[config.mk]
export PLATFORM = sky130hd
export DESIGN_NAME = conv_result_writer
export DESIGN_NICKNAME = d
export VERILOG_FILES = /design/src/rtl/conv_result_writer.sv
export SDC_FILE = /design/constraint.sdc
export NUM_CORES = 1
export LEC_CHECK = 0
export ABC_AREA = 1
export CORE_MARGIN = 4
export CORE_UTILIZATION = 42
export CTS_CLUSTER_DIAMETER = 30
export CTS_CLUSTER_SIZE = 30
export DETAILED_ROUTE_END_ITERATION = 7
export PLACE_DENSITY = 0.87
export SLEW_MARGIN = 10
export SYNTH_ARGS = -nofsm -noshare
export SYNTH_HDL_FRONTEND = slang
export SYNTH_SLANG_ARGS = --single-unit
[constraint.sdc]
create_clock -name i_clk -period 3.24 [get_ports i_clk]
set_clock_uncertainty 0.1 [all_clocks]
set_input_delay 0.324 -clock i_clk [delete_from_list [all_inputs] [get_ports i_clk]]
set_output_delay 0.324 -clock i_clk [all_outputs]
set_load 0.005 [all_outputs]
[src/rtl/conv_result_writer.sv]
// Stores the conv_blk result stream into the output feature-map BRAM: rescale, saturate, linear address.
// Optional feature: define RESULT_RELU_EN to clamp negative results to zero after saturation.
`ifndef KERNEL_SIZE
`define KERNEL_SIZE 3
`endif
`ifndef FM_SIZE
`define FM_SIZE 5
`endif
`ifndef PADDING
`define PADDING 0
`endif
`ifndef STRIDE
`define STRIDE 1
`endif
`ifndef OUT_FM_CH
`define OUT_FM_CH 2
`endif

module conv_result_writer #(
   parameter int KERNEL_SIZE = `KERNEL_SIZE,
   parameter int FM_SIZE     = `FM_SIZE,
   parameter int PADDING     = `PADDING,
   parameter int STRIDE      = `STRIDE,
   parameter int OUT_FM_CH   = `OUT_FM_CH,
   parameter int IN_WIDTH    = 48,
   parameter int OUT_WIDTH   = 16,
   parameter int FRAC_SHIFT  = 8,
   localparam int OUT_SIZE   = ((FM_SIZE - KERNEL_SIZE + 2 * PADDING) / STRIDE) + 1,
   localparam int TOTAL      = OUT_FM_CH * OUT_SIZE * OUT_SIZE,
   localparam int ADDR_W     = (TOTAL > 1) ? $clog2(TOTAL) : 1
) (
   input  logic                        i_clk,
   input  logic                        i_rst,
   input  logic                        i_start,
   input  logic                        i_en,
   input  logic signed [IN_WIDTH-1:0]  i_conv_result,
   output logic                        o_wr_en,
   output logic [ADDR_W-1:0]           o_wr_addr,
   output logic signed [OUT_WIDTH-1:0] o_wr_data,
   output logic                        o_busy,
   output logic                        o_done,
   output logic                        o_overflow
);

   localparam logic signed [IN_WIDTH-1:0] SAT_MAX =
      {{(IN_WIDTH - OUT_WIDTH + 1){1'b0}}, {(OUT_WIDTH - 1){1'b1}}};
   localparam logic signed [IN_WIDTH-1:0] SAT_MIN =
      {{(IN_WIDTH - OUT_WIDTH + 1){1'b1}}, {(OUT_WIDTH - 1){1'b0}}};
   localparam logic [ADDR_W-1:0] LAST_IDX = ADDR_W'(TOTAL - 1);

   typedef enum logic [1:0] {IDLE, RUN, DONE} state_t;

   state_t                      state;
   logic [ADDR_W-1:0]           count;
   logic signed [IN_WIDTH-1:0]  shifted;
   logic signed [OUT_WIDTH-1:0] sat_data;
   logic                        sat_flag;
   logic                        accept;

   assign shifted = i_conv_result >>> FRAC_SHIFT;
   assign accept  = (state == RUN) && i_en;

   // Clamp to the signed output range; only saturation that is actually stored raises the flag.
   always_comb begin
      sat_data = shifted[OUT_WIDTH-1:0];
      sat_flag = 1'b0;
      if (shifted > SAT_MAX) begin
         sat_data = {1'b0, {(OUT_WIDTH - 1){1'b1}}};
         sat_flag = 1'b1;
      end else if (shifted < SAT_MIN) begin
         sat_data = {1'b1, {(OUT_WIDTH - 1){1'b0}}};
`ifdef RESULT_RELU_EN
         sat_flag = 1'b0;
`else
         sat_flag = 1'b1;
`endif
      end
`ifdef RESULT_RELU_EN
      if (sat_data[OUT_WIDTH-1]) begin
         sat_data = '0;
      end
`endif
   end

   always_ff @(posedge i_clk) begin
      if (i_rst) begin
         state      <= IDLE;
         count      <= '0;
         o_wr_en    <= 1'b0;
         o_wr_addr  <= '0;
         o_wr_data  <= '0;
         o_busy     <= 1'b0;
         o_done     <= 1'b0;
         o_overflow <= 1'b0;
      end else begin
         o_wr_en <= 1'b0;
         o_done  <= 1'b0;
         case (state)
            IDLE: begin
               if (i_start) begin
                  state      <= RUN;
                  count      <= '0;
                  o_overflow <= 1'b0;
                  o_busy     <= 1'b1;
               end
            end
            RUN: begin
               if (accept) begin
                  o_wr_en   <= 1'b1;
                  o_wr_addr <= count;
                  o_wr_data <= sat_data;
                  if (sat_flag) begin
                     o_overflow <= 1'b1;
                  end
                  // Last sample: the write and the done pulse land on the same cycle.
                  if (count == LAST_IDX) begin
                     state  <= DONE;
                     count  <= '0;
                     o_busy <= 1'b0;
                     o_done <= 1'b1;
                  end else begin
                     count <= count + 1'b1;
                  end
               end
            end
            DONE: begin
               state <= IDLE;
            end
            default: begin
               state <= IDLE;
            end
         endcase
      end
   end

endmodule

Yosys cells after proc, flatten, opt, wreduce, memory -nomap -nowiden
Index checks and enable logic that the tools add are counted.
{"block": "totals", "in_bits": 52, "ram_bits": 0, "rom_bits": 0, "output_inout_bits": 25, "elab_cells": 51, "memories": 0, "regBits": 32, "latchBits": 0}
{"block": "classes", "n_eq_ne": 6, "multipliers": 0, "div_mod_pow": 0, "mux": 22, "shift": 0, "add_sub_neg": 1, "bitwise_logic": 2, "reduce_logical": 10, "order_cmp": 2}
{"op": "$gt 40x16->1 const B", "count": 1}
{"op": "$lt 40x16->1 const B", "count": 1}
{"op": "$mux 16", "count": 2}
{"op": "$mux 5", "count": 3}
{"op": "$mux 1", "count": 10}
{"op": "$pmux 5 s2", "count": 1}
{"op": "$reduce_and 4->1", "count": 2}
{"op": "$mux 2", "count": 3}
{"op": "$ne 2x2->1 const B", "count": 3}
{"op": "$reduce_and 3->1", "count": 2}
{"op": "$add 5x1->5 const B", "count": 1}
{"op": "$eq 5x5->1 const B", "count": 1}
{"op": "$pmux 1 s2", "count": 2}
{"op": "$pmux 2 s2", "count": 1}
{"op": "$reduce_or 3->1", "count": 1}
{"op": "$eq 2x1->1 const B", "count": 1}
{"op": "$logic_not 2->1", "count": 1}
{"op": "$ne 2x1->1 const B", "count": 1}
{"op": "$not 1->1", "count": 2}
{"op": "$reduce_and 2->1", "count": 1}
{"op": "$reduce_bool 2->1", "count": 1}
{"op": "$reduce_or 2->1", "count": 1}
{"op": "$logic_and 1x1->1", "count": 1}

Logic depth before layout (Yosys ltp)
{"block": "logic_depth", "word_depth": 6, "mapped_depth": 9, "mapped_depth_nobuf": 9}

Least setup slack after synthesis
Ideal clock, no wire load.
{"block": "synth_timing", "path_kind": "input -> register", "from": "input port i_conv_result[24]", "to": "register o_wr_data[0]", "stages": 7, "slack_ns": 1.925, "required_time_ns": 3.018, "setup_ns": 0.122, "arrival_time_ns": 1.093, "n_path_buf": 1, "cell_sequence": "nor2_1 > nand2_1 > nor2_1 > nand3_2 > a21oi_4 > buf_12 > a21oi_2"}
{"block": "synth_between", "elab_chain_len": 3, "word_cells_on_any_way": 4, "cone_classes": "order compare: 2; mux: 2"}
{"element": "start, declared", "line_no": "36", "rtl": "input logic signed [IN_WIDTH-1:0] i_conv_result,"}
{"element": "$lt 40x16->1", "line_no": "70", "rtl": "end else if (shifted < SAT_MIN) begin"}
{"element": "$mux 16", "line_no": "70"}
{"element": "$mux 16 (*)", "line_no": "67", "rtl": "if (shifted > SAT_MAX) begin"}
{"element": "end signal, assigned", "line_no": "111", "rtl": "o_wr_data <= sat_data;"}
{"element": "end, declared", "line_no": "39", "rtl": "output logic signed [OUT_WIDTH-1:0] o_wr_data,"}
Mark *: on every way between the ends. The rest lies on a longest branch, timed or not.
A chain may end at the register's enable or synchronous reset.

Worst setup path in the final report
{"block": "layout_timing", "from": "input port i_conv_result[44]", "to": "register o_wr_data[11]"}
The elaborated chain is that of the path after synthesis.

==> metrics.md <==
| Metric | Value |
|---|---|
| Status | `completed` |
| Clock period minus worst slack | `1.710 ns` |
| DRT iter0 DRCs | `75` |
| Row count | `21` |
| DRT Pass-1 Iters | `4` |
| Number of distinct library cells after synthesis | `25` |
| Max-slew headroom | `62.72%` |
| Share of layout cells above drive strength 1 | `10.69%` |
| Synth Area in Simple Gates | `26.87%` |
| Largest family of logic cells by synthesized area | `simple AND/OR/NAND/NOR gates` |
| Height of the die | `67.57 um` |
| CTS Sinks | `32` |
| Avg WL per Cell | `11.76 um` |
| Detail Route Antenna Nets | `0` |
| Most frequent cells in the layout | `68 x clkdlybuf4s50_1, 44 x nand2_1, 32 x dfxtp_1, 24 x nor2_1, 20 x o21ai_0` |
| DP HPWL | `2781 um` |
| Nets | `315` |
| Routability Congestion | `0.7716` |
| Starting Density | `43.96%` |
| Wl on met1 | `1486 um` |
| Synth Register Bits | `32` |
| Vias after detailed routing | `1476` |
| FMAX | `0.5848 GHz` |
| Area of the multi-input gates | `726.9 sq um` |
| LEAKAGE | `0.8254 nW` |
| Register area | `640.6 sq um` |
| Post-DR vias/cell | `4.792` |
| Cts bufs inserted | `5` |
| Met2 Wirelength | `1746 um` |
| Total Wirelength | `3622 um` |
| Top Ports | `77` |
| Post-Route Setup TNS | `0 ns` |
| Top cells by area, synth | `dfxtp_1 43%, nand2_1 11%, o21ai_0 6.7%, a21oi_1 6.0%, nor2_1 6.0%` |
| CTS tree | `yes` |
| PortBufs | `68` |
| Post-CTS setup buffer count | `0` |
| DR DRC count | `0` |
| Synth top area share | `42.99%` |
| Synth Cell Area | `1490 sq um` |
| CTS Hold Buffers Added | `0` |
| Required @ worst endpoint | `3.34 ns` |
| Die Area | `4565 sq um` |
| Data arrival, critical path | `1.81 ns` |
| Worst-case clock buffer depth | `2` |
| Gates resized, CTS repair | `0` |
| Largest net degree at the start of global routing | `26` |
| Period Utilization, post-route | `52.77%` |
| Core Area | `3390 sq um` |
| Filler instances | `286` |
| Synth Instances | `194` |
| Mux cell area share after synthesis | `0%` |
| Yosys top cell by area | `dfxtp_1` |
| IR drop worst, VDD | `0.0003166 V` |
| Fin. max-slew vios | `0` |
| Total gr overflow | `0` |
| Crit Path Class | `input pin to flip-flop` |
| Final setup violation count | `0` |
| Synth warn | `0` |
| Synth Area in XOR/XNOR | `0%` |
| Syn avg cell area | `7.681 sq um` |
| Syn Nets | `248` |
| Final Worst Setup Slack | `1.530 ns` |
| RSZ-0062 raised after global routing | `false` |
| Met3 routed WL | `352 um` |
| CTS root buffer | `clkbuf_4` |
| Max-Cap Viols | `0` |
| Post-Place Worst Slack | `1.172 ns` |
| Overall routing resource usage | `17.50%` |
| Leading cell type in the layout, fill and taps excluded | `clkdlybuf4s50_1` |
| Startpoint types | `input pin` |
| Synth Area in Adders | `1.679%` |
| Final Core Density | `65.19%` |
| Worst hold-check path type | `flip-flop to flip-flop` |
| Diodes inserted | `0` |
| First-pass GRT wire length | `5996 um` |
| Highest Signal Layer | `met4` |
| H-Tree Depth | `2` |
| Worst Tran Pin Value | `0.5579 ns` |
| Insertion delay to the later sink of the worst-skew pair | `0.33 ns` |
| Synth Area in Compound Gates | `20.24%` |
| Die width | `67.57 um` |
| Number of global-route vias before repair | `1419` |
| Critical path fanouts, max | `15` |
| Power per Cell Area | `377.2 nW/um^2` |
| Seq/Total Area, Yosys | `42.99%` |
| Antenna violations before repair | `0` |
| Design Power | `0.8335 mW` |
| Worst setup EP type | `flip-flop` |
| Hold Fails Final Rpt | `0` |
| Area growth from synthesis to final layout | `48.28%` |
| Worst-path clk slew | `0.09 ns` |
-- critical path, stage by stage --
cell	delay, ns
clkdlybuf4s50_1	0.42
nor2_1	0.12
nand2_1	0.06
nor2_1	0.13
nand3_2	0.12
a21oi_4	0.49
a21oi_1	0.13
-- path summary, 6_finish.rpt --
kind                                                   end  slack, ns                     from  cells past startpoint
worst max register to register       count[1]$_SDFFE_PP0P_       1.74    count[1]$_SDFFE_PP0P_                      7
worst max-delay path            o_wr_data[11]$_SDFFE_PP0P_       1.53        i_conv_result[44]                      7
worst min register to register     o_overflow$_SDFFE_PP0P_       0.35  o_overflow$_SDFFE_PP0P_                      2
worst min-delay path               o_overflow$_SDFFE_PP0P_       0.35  o_overflow$_SDFFE_PP0P_                      2
-- flip-flops by register name (all words and copies together) (netlist names) --
name	flops
o_overflow	1
o_wr_addr	5
o_wr_data	16
state	2
o_busy	1
o_wr_en	1
o_done	1
count	5
-- power by group --
| group | switching [mW] | internal (mW) |
|---|---|---|
| clock | 0.130 | 0.107 |
| combinational | 0.0713 | 0.0984 |
| sequential | 0.0116 | 0.415 |
| total | 0.213 | 0.620 |
-- synthesized netlist by cell type (all sizes together) --
| master | n |
|---|---|
| a211oi | 1 |
| and3 | 1 |
| nor2 | 26 |
| inv | 12 |
| nand3 | 2 |
| ha | 2 |
| o21ai | 20 |
| dfxtp | 32 |
| a21oi | 29 |
| buf | 6 |
| nor3 | 8 |
| nand2 | 50 |
| clkbuf | 2 |
| nand4 | 3 |
-- layer usage --
layer	up-vias	track usage (%)
li1	776	-
met1	645	19.66
met2	51	28.92
met3	4	9.318
met4	0	4.304
met5	-	0
-- stage by stage --
step / cells / hold slack, ns / cell area [sq um]
final: 308 / 0.3513 / 2210
after global routing: 308 / 0.3866 / 2210
after CTS: 308 / 0.3556 / 2210
after detailed placement: 300 / 0.3408 / 2151
after global placement: 300 / 0.3375 / 2151
after floorplan: 194 / 0.3424 / 1490
-- layout make-up --
type | instances | share of cell area (%)
timing repair buffer | 68 | 30.80
clock buffer | 8 | 2.661
tap | 46 | 2.605
inverter | 12 | 2.039
multi-input combinational | 142 | 32.90
sequential | 32 | 28.99
-- cells by family (layout without fill, tap and decap cells) --
kind of cell | after synthesis | in the layout
AO/OA/AOI/OAI | 50 | 50
adder cells (fa/ha/maj) | 2 | 2
buffers and inverters | 20 | 88
flip-flops | 32 | 32
AND/OR/NAND/NOR | 90 | 90
(Power assumes the default switching activity.)
